File: config.mk
export PLATFORM = sky130hd
export DESIGN_NAME = sdm_mash
export DESIGN_NICKNAME = d
export VERILOG_FILES = /design/src/rtl/sdm_mash.sv
export SDC_FILE = /design/constraint.sdc
export NUM_CORES = 1
export LEC_CHECK = 0
export CORE_MARGIN = 8
export CORE_UTILIZATION = 45
export DETAILED_ROUTE_END_ITERATION = 6
export GPL_ROUTABILITY_DRIVEN = 0
export SLEW_MARGIN = 0
export SYNTH_ARGS = -nofsm -noshare
export SYNTH_HDL_FRONTEND = slang
export SYNTH_SLANG_ARGS = --single-unit
File: constraint.sdc
create_clock -name clk -period 17.7 [get_ports clk]
set_input_delay 1.77 -clock clk [delete_from_list [all_inputs] [get_ports clk]]
set_output_delay 1.77 -clock clk [all_outputs]
set_load 0.05 [all_outputs]
File: src/rtl/sdm_mash.sv
// MASH 1-1-1 sigma-delta modulator for the fractional-N divider path.
// Up to three cascaded first-order accumulators with noise-cancelling
// differentiators, optional LFSR LSB dither, clock-enable and a clamped
// integer-plus-fraction divider output. All outputs are registered.
module sdm_mash #(
   parameter int          W         = 16,
   parameter int          NI        = 8,
   parameter logic [15:0] LFSR_SEED = 16'hACE1
) (
   input  logic                 clk,
   input  logic                 rst,
   input  logic                 en,
   input  logic [1:0]           order,
   input  logic                 dither_en,
   input  logic [W-1:0]         din,
   input  logic [NI-1:0]        nint,
   output logic signed [3:0]    sdm_out,
   output logic [NI-1:0]        div_out,
   output logic [2:0]           carry,
   output logic                 out_valid
);

   // Saturate the widened divider sum into the unsigned NI-bit range.
   function automatic logic [NI-1:0] clamp_div(input logic signed [NI+1:0] v);
      logic signed [NI+1:0] max_v;
      max_v = $signed({2'b00, {NI{1'b1}}});
      if (v < 0)
         return '0;
      else if (v > max_v)
         return '1;
      else
         return v[NI-1:0];
   endfunction

   // Accumulator, history and dither state.
   logic [W-1:0]          r_acc1;
   logic [W-1:0]          r_acc2;
   logic [W-1:0]          r_acc3;
   logic                  r_c2_d1;
   logic                  r_c3_d1;
   logic                  r_c3_d2;
   logic [15:0]           r_lfsr;

   // Combinational chain within one cycle.
   logic                  w_en2;
   logic                  w_en3;
   logic                  w_d;
   logic [W:0]            w_in1;
   logic [W:0]            w_s1;
   logic [W:0]            w_s2;
   logic [W:0]            w_s3;
   logic                  w_c1;
   logic                  w_c2;
   logic                  w_c3;
   logic signed [3:0]     w_t1;
   logic signed [3:0]     w_t2;
   logic signed [3:0]     w_t3;
   logic signed [3:0]     w_y;
   logic signed [NI+1:0]  w_div_sum;
   logic                  w_lfsr_fb;

   // Order 0 and 1 both run stage 1 only; bit 1 enables stage 2, both bits stage 3.
   assign w_en2 = order[1];
   assign w_en3 = &order;

   // Taps 16,14,13,11 of a right-shifting Fibonacci register map to bits 0,2,3,5.
   assign w_lfsr_fb = r_lfsr[0] ^ r_lfsr[2] ^ r_lfsr[3] ^ r_lfsr[5];
   assign w_d       = dither_en & r_lfsr[0];

   // din + d is formed in W+1 bits so a full-scale din with dither forces c1.
   assign w_in1 = {1'b0, din} + (W+1)'(w_d);
   assign w_s1  = {1'b0, r_acc1} + w_in1;
   assign w_s2  = {1'b0, r_acc2} + {1'b0, w_s1[W-1:0]};
   assign w_s3  = {1'b0, r_acc3} + {1'b0, w_s2[W-1:0]};

   assign w_c1 = w_s1[W];
   assign w_c2 = w_en2 & w_s2[W];
   assign w_c3 = w_en3 & w_s3[W];

   // Noise-cancelling combination; terms of inactive stages are dropped so
   // stale history does not leak through on the edge an order is lowered.
   always_comb begin
      w_t1 = {3'b000, w_c1};
      w_t2 = {3'b000, w_c2} - {3'b000, r_c2_d1};
      w_t3 = {3'b000, w_c3} - {2'b00, r_c3_d1, 1'b0} + {3'b000, r_c3_d2};
      w_y  = w_t1;
      if (w_en2)
         w_y = w_y + w_t2;
      if (w_en3)
         w_y = w_y + w_t3;
   end

   assign w_div_sum = $signed({2'b00, nint}) + $signed({{(NI-2){w_y[3]}}, w_y});

   // Modulator state: advances only on enabled cycles; inactive stages held at zero.
   always_ff @(posedge clk or posedge rst) begin
      if (rst) begin
         r_acc1  <= '0;
         r_acc2  <= '0;
         r_acc3  <= '0;
         r_c2_d1 <= 1'b0;
         r_c3_d1 <= 1'b0;
         r_c3_d2 <= 1'b0;
         r_lfsr  <= LFSR_SEED;
      end else if (en) begin
         r_acc1  <= w_s1[W-1:0];
         r_acc2  <= w_en2 ? w_s2[W-1:0] : '0;
         r_acc3  <= w_en3 ? w_s3[W-1:0] : '0;
         r_c2_d1 <= w_c2;
         r_c3_d1 <= w_c3;
         r_c3_d2 <= w_en3 ? r_c3_d1 : 1'b0;
         if (dither_en)
            r_lfsr <= {w_lfsr_fb, r_lfsr[15:1]};
      end
   end

   // Output registers: data hold while disabled, valid follows en by one cycle.
   always_ff @(posedge clk or posedge rst) begin
      if (rst) begin
         sdm_out   <= '0;
         div_out   <= '0;
         carry     <= '0;
         out_valid <= 1'b0;
      end else begin
         out_valid <= en;
         if (en) begin
            sdm_out <= w_y;
            div_out <= clamp_div(w_div_sum);
            carry   <= {w_c3, w_c2, w_c1};
         end
      end
   end

endmodule

After elaboration in Yosys (flattened, before gate mapping)
Index checks and enable logic that the tools add are counted.

storage, ports and cells
  logic and storage cells = 38
  input bits = 30
  register bits after elaboration = 83

operators by class
  add/sub/neg operators = 10
  reduce and logical (&&, ||, !) cells = 2
  $lt $le $gt $ge = 2
  multiplexer cells = 7
  bitwise logic cells = 6

operators by type and width
  kind                                                             count
  adder 16 x 16 -> 17 bit                                          2
  two-way mux 16 bit                                               2
  adder 16 x 1 -> 17 bit                                           1
  adder 16 x 17 -> 17 bit                                          1
  two-way mux 8 bit                                                2
  adder 9 x 4 -> 10 bit                                            1
  greater-than comparator 10 x 9 -> 1 bit (second input constant)  1
  < comparator 10 x 1 -> 1 bit (second input constant)             1
  two-way mux 4 bit                                                2
  adder 3 x 2 -> 4 bit                                             1
  adder 4 bit                                                      1
  AND reduction 2 bit                                              2
  adder 2 x 2 -> 3 bit                                             1
  bitwise AND 1 bit                                                3
  subtractor 1 x 2 -> 3 bit                                        1
  bitwise XOR 1 bit                                                3
  subtractor 1 x 1 -> 2 bit                                        1
  two-way mux 1 bit                                                1

Longest topological paths before layout
Gate-level depths: netlist (run 1).

  depth in word-level cells = 14
  mapped depth = 36
  depth with buffers taken out = 36

Worst setup path after synthesis (run 1)
OpenSTA, ideal clock, no wires.

  kind = input -> register
  from = in din[0]
  to = reg div_out[2]
  path slack = 9.445 ns
  library setup time = 0.079 ns
  stages on the path = 34
  arrival time = 8.177 ns
  required time = 17.621 ns
  cells stage by stage = inv_1 -> fa_1 -> fa_1 -> nor2b_4 -> o31a_1 -> a21oi_1 -> ha_1 -> a21o_1 -> a21oi_1 -> o21ai_1 -> a21o_1 -> a21oi_1 -> xnor2_1 -> ha_1 -> o211ai_1 -> nor2_1 -> o21a_1 -> a21oi_1 -> o21bai_1 -> a31oi_1 -> nand3b_1 -> fa_1 -> fa_1 -> mux2i_1 -> and2_1 -> inv_1 -> fa_1 -> nor2b_1 -> o2111ai_1 -> nand4_1 -> a21oi_1 -> xnor2_1 -> nor2_1 -> o2bb2ai_1

on the way
  word-level cells in the longest chain between the ends = 13
  elaborated cells between the ends (all ways) = 18

ends and longest elaborated chain
  element                                                            line    text
  from (decl)                                                        15      input logic [W-1:0] din,
  adder 16 x 1 -> 17 bit *                                           71      assign w_in1 = {1'b0, din} + (W+1)'(w_d);
  adder 16 x 17 -> 17 bit *                                          72      assign w_s1 = {1'b0, r_acc1} + w_in1;
  net w_s1[4]                                                        49      logic [W:0] w_s1;
  adder 16 x 16 -> 17 bit *                                          73      assign w_s2 = {1'b0, r_acc2} + {1'b0, w_s1[W-1:0]};
  adder 16 x 16 -> 17 bit or bitwise AND 1 bit (tied branches)       74, 77
  bitwise AND 1 bit or subtractor 1 x 1 -> 2 bit (tied branches)     78, 84
  subtractor 1 x 2 -> 3 bit or adder 2 x 2 -> 3 bit (tied branches)  85, 88
  adder 3 x 2 -> 4 bit or two-way mux 4 bit (tied branches)          85, 87
  adder 4 bit                                                        90      w_y = w_y + w_t3;
  two-way mux 4 bit *                                                89      if (w_en3)
  net w_y[1]                                                         58      logic signed [3:0] w_y;
  adder 9 x 4 -> 10 bit *                                            93      assign w_div_sum = $signed({2'b00, nint}) + $signed({{(NI-2){w_y[3]}}, w_y});
  greater-than comparator 10 x 9 -> 1 bit                            29      else if (v > max_v)
  two-way mux 8 bit                                                  29
  two-way mux 8 bit *                                                27      if (v < 0)
  to (signal assigned)                                               128     div_out <= clamp_div(w_div_sum);
  to (decl)                                                          18      output logic [NI-1:0] div_out,

Mark *: on every way through the listed nets, which the timed path passes. The rest lies on a longest branch.
A chain may end at the register's enable or synchronous reset.

Worst setup path after layout (run 1)
  from = in din[0]
  to = reg div_out[1]

The elaborated chain is that of the path after synthesis.

==> results of run 1 <==
-- cells in the final DEF, fill, tap and decap left out, types with 9 or more instances in the layout --
cell             instances
clkdlybuf4s50_1         45
mux2_2                  30
nor2_1                  32
o21ai_0                 25
xor2_1                  16
inv_1                   37
a21oi_1                 42
a21o_1                  16
o2bb2ai_1               24
xnor2_1                 33
a22o_1                  14
ha_1                    63
nand2_1                 25
clkbuf_16                9
nor2b_1                 11
dfrtp_1                 73
-- Yosys cell counts, types with 3 or more instances --
master,instances
a211oi_1,4
a21o_1,16
a21oi_1,42
a22o_1,14
a31oi_1,5
and2_1,5
and3_1,3
buf_1,3
clkbuf_1,11
dfrtp_1,73
dfstp_2,8
fa_1,7
ha_1,63
inv_1,38
mux2_2,30
mux2i_1,5
nand2_1,25
nand2b_1,5
nand3_1,7
nand4_1,3
nor2_1,32
nor2b_1,11
nor3_1,8
o211ai_1,3
o21a_1,7
o21ai_0,25
o21bai_1,4
o22ai_1,4
o2bb2ai_1,24
o31a_1,3
xnor2_1,33
xor2_1,16
-- critical path, delay by kind of cell --
| kind | cells | cell delay, ns |
|---|---|---|
| adder cells (fa/ha/maj) | 7 | 3.07 |
| AO/OA/AOI/OAI | 15 | 2.26 |
| AND/OR/NAND/NOR | 7 | 1.10 |
| XOR/XNOR | 2 | 0.71 |
| buffers and inverters | 3 | 0.57 |
| multiplexers | 1 | 0.13 |
-- sequential cells by signal (all words and copies together), names as in the netlist --
| name | count |
|---|---|
| carry | 2 |
| div_out | 8 |
| out_valid | 1 |
| r_acc1 | 16 |
| r_acc2 | 16 |
| r_acc3 | 16 |
| r_c3_d1 | 1 |
| r_c3_d2 | 1 |
| r_lfsr | 16 |
| sdm_out | 4 |
-- metrics by stage --
step                      cell area (µm²)  instances  setup slack (ns)
after floorplan                      5890        581              9.44
after global placement               6500        783              8.04
after detailed placement             6500        783              8.03
after CTS                            6790        799              8.34
after global routing                 6790        799              7.78
final                                6790        799              8.35
-- cells by family (layout without fill, tap and decap cells) --
family | after synthesis | in the layout | synth area share
AND/OR/NAND/NOR | 107 | 107 | 0.0920
adder cells (fa/ha/maj) | 70 | 70 | 0.158
XOR/XNOR | 49 | 49 | 0.0729
buffers and inverters | 56 | 102 | 0.0374
multiplexers | 36 | 36 | 0.0684
flip-flops | 81 | 81 | 0.346
AO/OA/AOI/OAI | 182 | 182 | 0.226
-- worst paths after layout --
path / slack, ns / to / startpoint
max: 8.35 / div_out[1] / din[0]
min: 0.49 / r_lfsr[15] / r_lfsr[15]
max reg2reg: 9.71 / div_out[1] / r_lfsr[0]
min reg2reg: 0.49 / r_lfsr[15] / r_lfsr[15]
max in group asynchronous: 14.97 / r_acc1[10] / rst
min in group asynchronous: 2.07 / sdm_out[1] / rst
-- per-layer routing --
| metal | up-vias | share of wire |
|---|---|---|
| met5 | - | 0 |
| met1 | 2114 | 0.47 |
| met4 | 0 | 0.016 |
| li1 | 2209 | - |
| met2 | 62 | 0.47 |
| met3 | 12 | 0.050 |
-- area by class of cell --
class / count / area (µm²) / area share
Multi-Input combinational cell: 444 / 3630 / 0.535
Sequential cell: 81 / 2040 / 0.300
Timing Repair Buffer: 48 / 473 / 0.0697
Clock buffer: 10 / 239 / 0.0352
Tap cell: 172 / 215 / 0.0317
Inverter: 38 / 144 / 0.0212
Clock inverter: 6 / 48.8 / 0.00719
==> flow_summary.ini, run 1 <==
[yosys]
synth.distinct_cells = 66
synth_cells = 581
synth_edf_count = 0
yosys_warnings = 0
avgSynthCellArea_um2 = 10.1
synth-async-reset-ratio = 1.00
yosysSeqAreaShare = 0.346
synth_top_area_frac = 0.310
syn_area_um2 = 5890
syn_nets = 681
synth.top_cells.by_area = dfrtp_1 31%, ha_1 13%, mux2_2 5.7%
synth_top_area_cell = dfrtp_1
ys_seq_elements = 81
synth_ff_type = dfrtp_1

[sta]
worst_pin_slew_ns = 1.05
finalHoldViolCount = 0
slew_violations = 0
min_period_ns = 9.35
fmax_mhz = 107
fin_crit_sh = 0.528
skew_ns = 0.00700
rsz0062_at_grt = no
setup_viol = 0
slew_headroom = 0.301
hold_ws_ns = 0.491
finalSetupTns_ns = 0

[critical_path]
cpPeakStageDelay_ns = 0.54
cp.required_ns = 17.97
crit_type = primary input to register
critPathArrivalTime_ns = 9.61
slowest_stage = xnor2_1
worstSetupEndpointType = register
critPathLaunchType = primary input
r2r.worst_path.cells = 34
worst-path-max-fanout = 8

[clock_network]
cts.root.buffer_cell = clkbuf_16
cts_resized = 0
clkSinkCount = 81
cts_buffer_depth = 2
cts_buffers = 9
clk_pin_slew_worst_paths_ns = 0.06
post_cts_buffers = 0
hold_buffers = 0
h-tree-depth = 3
cts_tree = done
clk-insertion-delay-late_ns = 0.35

[route]
ant_nets = 0
wirelength_um = 12900
via_per_inst = 5.50
dr.pass1.iters = 4
avgRoutedWirePerCell_um = 16.1
drc_errors = 0
vias = 4397
drt_first_iter_violations = 176

[grt]
met2_usage = 0.268
grt_first_pass_wirelength_um = 22100
gr-usage-met1 = 0.208
grt_start_max_net_pins = 82
grt_remaining_overflow = 0
use_met3 = 0.0353
antenna_found_initial = 0
track_usage = 0.164
first_global_vias = 4439
busiest_layer = met2

[cells_and_area]
layout-drive-gt1-share = 0.126
area_growth_pct = 15.3
layout.nets = 722
final_util = 0.534
antenna_cells = 0
n_fill_cell = 1211

[hold_path]
worstHoldPathType = register to register
hold_path_depth = 2

[place]
hpwl_um = 9290
io_buffer_count = 45

[floorplanning]
start_util = 0.463
io_pins = 46
rows = 41
core_um2 = 12700
die_y_um = 130
die_w_um = 130
die-area_um2 = 17000

[run_status]
status = completed

[flow_run]
drv_cap = 0
Power of run 1 is not shown: default switching activity piles up to over one toggle a cycle in this logic, so the estimate is an artifact.
==> run 2, diff against run 1 <==
- clock period: 17.7 -> 8.8 ns (I/O delays scaled with it)
==> run 2 against run 1 <==
Against the previous run:
- core utilization rose by 0.30 points
- highest routed layer unchanged
- routed wire length rose by 0.16%
- sequential share of layout area fell by 0.17 points
- worst setup slack got worse by 7.8 ns
- critical path depth did not move
- non-clock buffer count rose by 2
- register-to-register slack got worse by 8.7 ns
- count of clock-buffer cells in the layout fell by 1
- clock skew rose by 0.0026 ns
- global-route usage fell by 0.32 points
==> flow_summary.ini, run 2 (synthesized netlist as in run 1, its figures left out) <==
[clock_network]
clk_pin_slew_worst_paths_ns = 0.07
cts_buffer_depth = 2
clkSinkCount = 81
cts.root.buffer_cell = clkbuf_16
cts_buffers = 9
cts_tree = done
h-tree-depth = 3
clk-insertion-delay-late_ns = 0.34

[floorplanning]
start_util = 0.463
core_um2 = 12700
rows = 41
die_y_um = 130
io_pins = 46
die-area_um2 = 17000
die_w_um = 130

[grt]
met2_usage = 0.260
busiest_layer = met2
grt_first_pass_wirelength_um = 21900
use_met3 = 0.0401
track_usage = 0.161
gr-usage-met1 = 0.211
grt_start_max_net_pins = 82
antenna_found_initial = 0
grt_remaining_overflow = 0
first_global_vias = 4550

[critical_path]
critPathLaunchType = primary input
cpPeakStageDelay_ns = 0.50
crit_type = primary input to register
slowest_stage = fa_1
worstSetupEndpointType = register
critPathArrivalTime_ns = 8.50
worst-path-max-fanout = 8
cp.required_ns = 9.06

[sta]
slew_headroom = 0.297
slew_violations = 0
skew_ns = 0.00957
fmax_mhz = 121
finalHoldViolCount = 0
setup_viol = 0
min_period_ns = 8.24
worst_pin_slew_ns = 1.05
fin_crit_sh = 0.936
finalSetupTns_ns = 0
rsz0062_at_grt = no

[route]
vias = 4500
dr.pass1.iters = 4
ant_nets = 0
drc_errors = 0
via_per_inst = 5.62
avgRoutedWirePerCell_um = 16.1
drt_first_iter_violations = 235
wirelength_um = 12900

[place]
hpwl_um = 9370
io_buffer_count = 45

[cells_and_area]
antenna_cells = 0
layout.nets = 724
area_growth_pct = 15.9
final_common_cell = dfrtp_1
layout_common_cells = 73 x dfrtp_1, 63 x ha_1, 45 x clkdlybuf4s50_1
layout-drive-gt1-share = 0.132

[hold_path]
worstHoldPathType = register to register

[run_status]
status = completed

[flow_run]
drv_cap = 0
[run 2: changes by cell type in the layout (fill, tap and decap cells not counted)]
cell,change
clkinvlp_4,+2
xnor2_1,-1
nand2_2,+1
clkbuf_8,-1
nand2_1,-1
clkinv_4,-2
bufinv_16,+1
buf_4,+2
xnor2_2,+1
[run 2: stage by stage]
| step | setup WS (ns) | hold WS, ns | utilization | cell area (µm²) | cells |
|---|---|---|---|---|---|
| floorplan | 1.43 | 0.455 | - | 5890 | 581 |
| global placement | 0.296 | 0.469 | 0.512 | 6520 | 785 |
| detailed placement | 0.0546 | 0.473 | 0.512 | 6520 | 785 |
| CTS | 0.383 | 0.489 | 0.536 | 6820 | 801 |
| global route | 0.00934 | 0.506 | 0.537 | 6830 | 801 |
| finish | 0.565 | 0.486 | 0.537 | 6830 | 801 |
[run 2: worst max-delay path, delay by kind of cell]
| kind | cells | cell delay [ns] |
|---|---|---|
| adders and majority gates | 7 | 3.07 |
| muxes | 1 | 0.12 |
| AOI/OAI and AO/OA | 15 | 2.20 |
| xor gates and xnor gates | 2 | 0.48 |
| and+or+nand+nor | 7 | 1.13 |
| buffers and inverters | 3 | 0.57 |
[run 2: final timing paths]
path                              end        from  cells past startpoint  slack [ns]
max                        div_out[6]      din[0]                     35        0.56
min                        r_lfsr[15]  r_lfsr[15]                      2        0.49
max reg2reg                div_out[6]   r_lfsr[0]                     34        1.03
min reg2reg                r_lfsr[15]  r_lfsr[15]                      2        0.49
max in group asynchronous  r_acc1[15]         rst                      3        6.94
min in group asynchronous    carry[0]         rst                      3        1.18
[run 2: area by class of cell]
class | instances | area [µm²]
fill | 1192 | 5900
multi-input combinational | 444 | 3640
sequential | 81 | 2040
timing repair buffer | 50 | 488
clock buffer | 9 | 225
tap | 172 | 215
inverter | 38 | 144
clock inverter | 7 | 76.3
[run 2: per-layer routing]
metal	routed length (µm)	vias up
li1	-	2216
met3	566	16
met1	6290	2179
met5	0	-
met2	5930	89
met4	132	0
[run 2: timing repair]
item                       in CTS  in global routing
gates resized for setup         0                  2
hold buffers                    0                  0
setup endpoints to repair       0                  8
setup buffers                   0                  0
Power of run 2 is left out for the same reason.
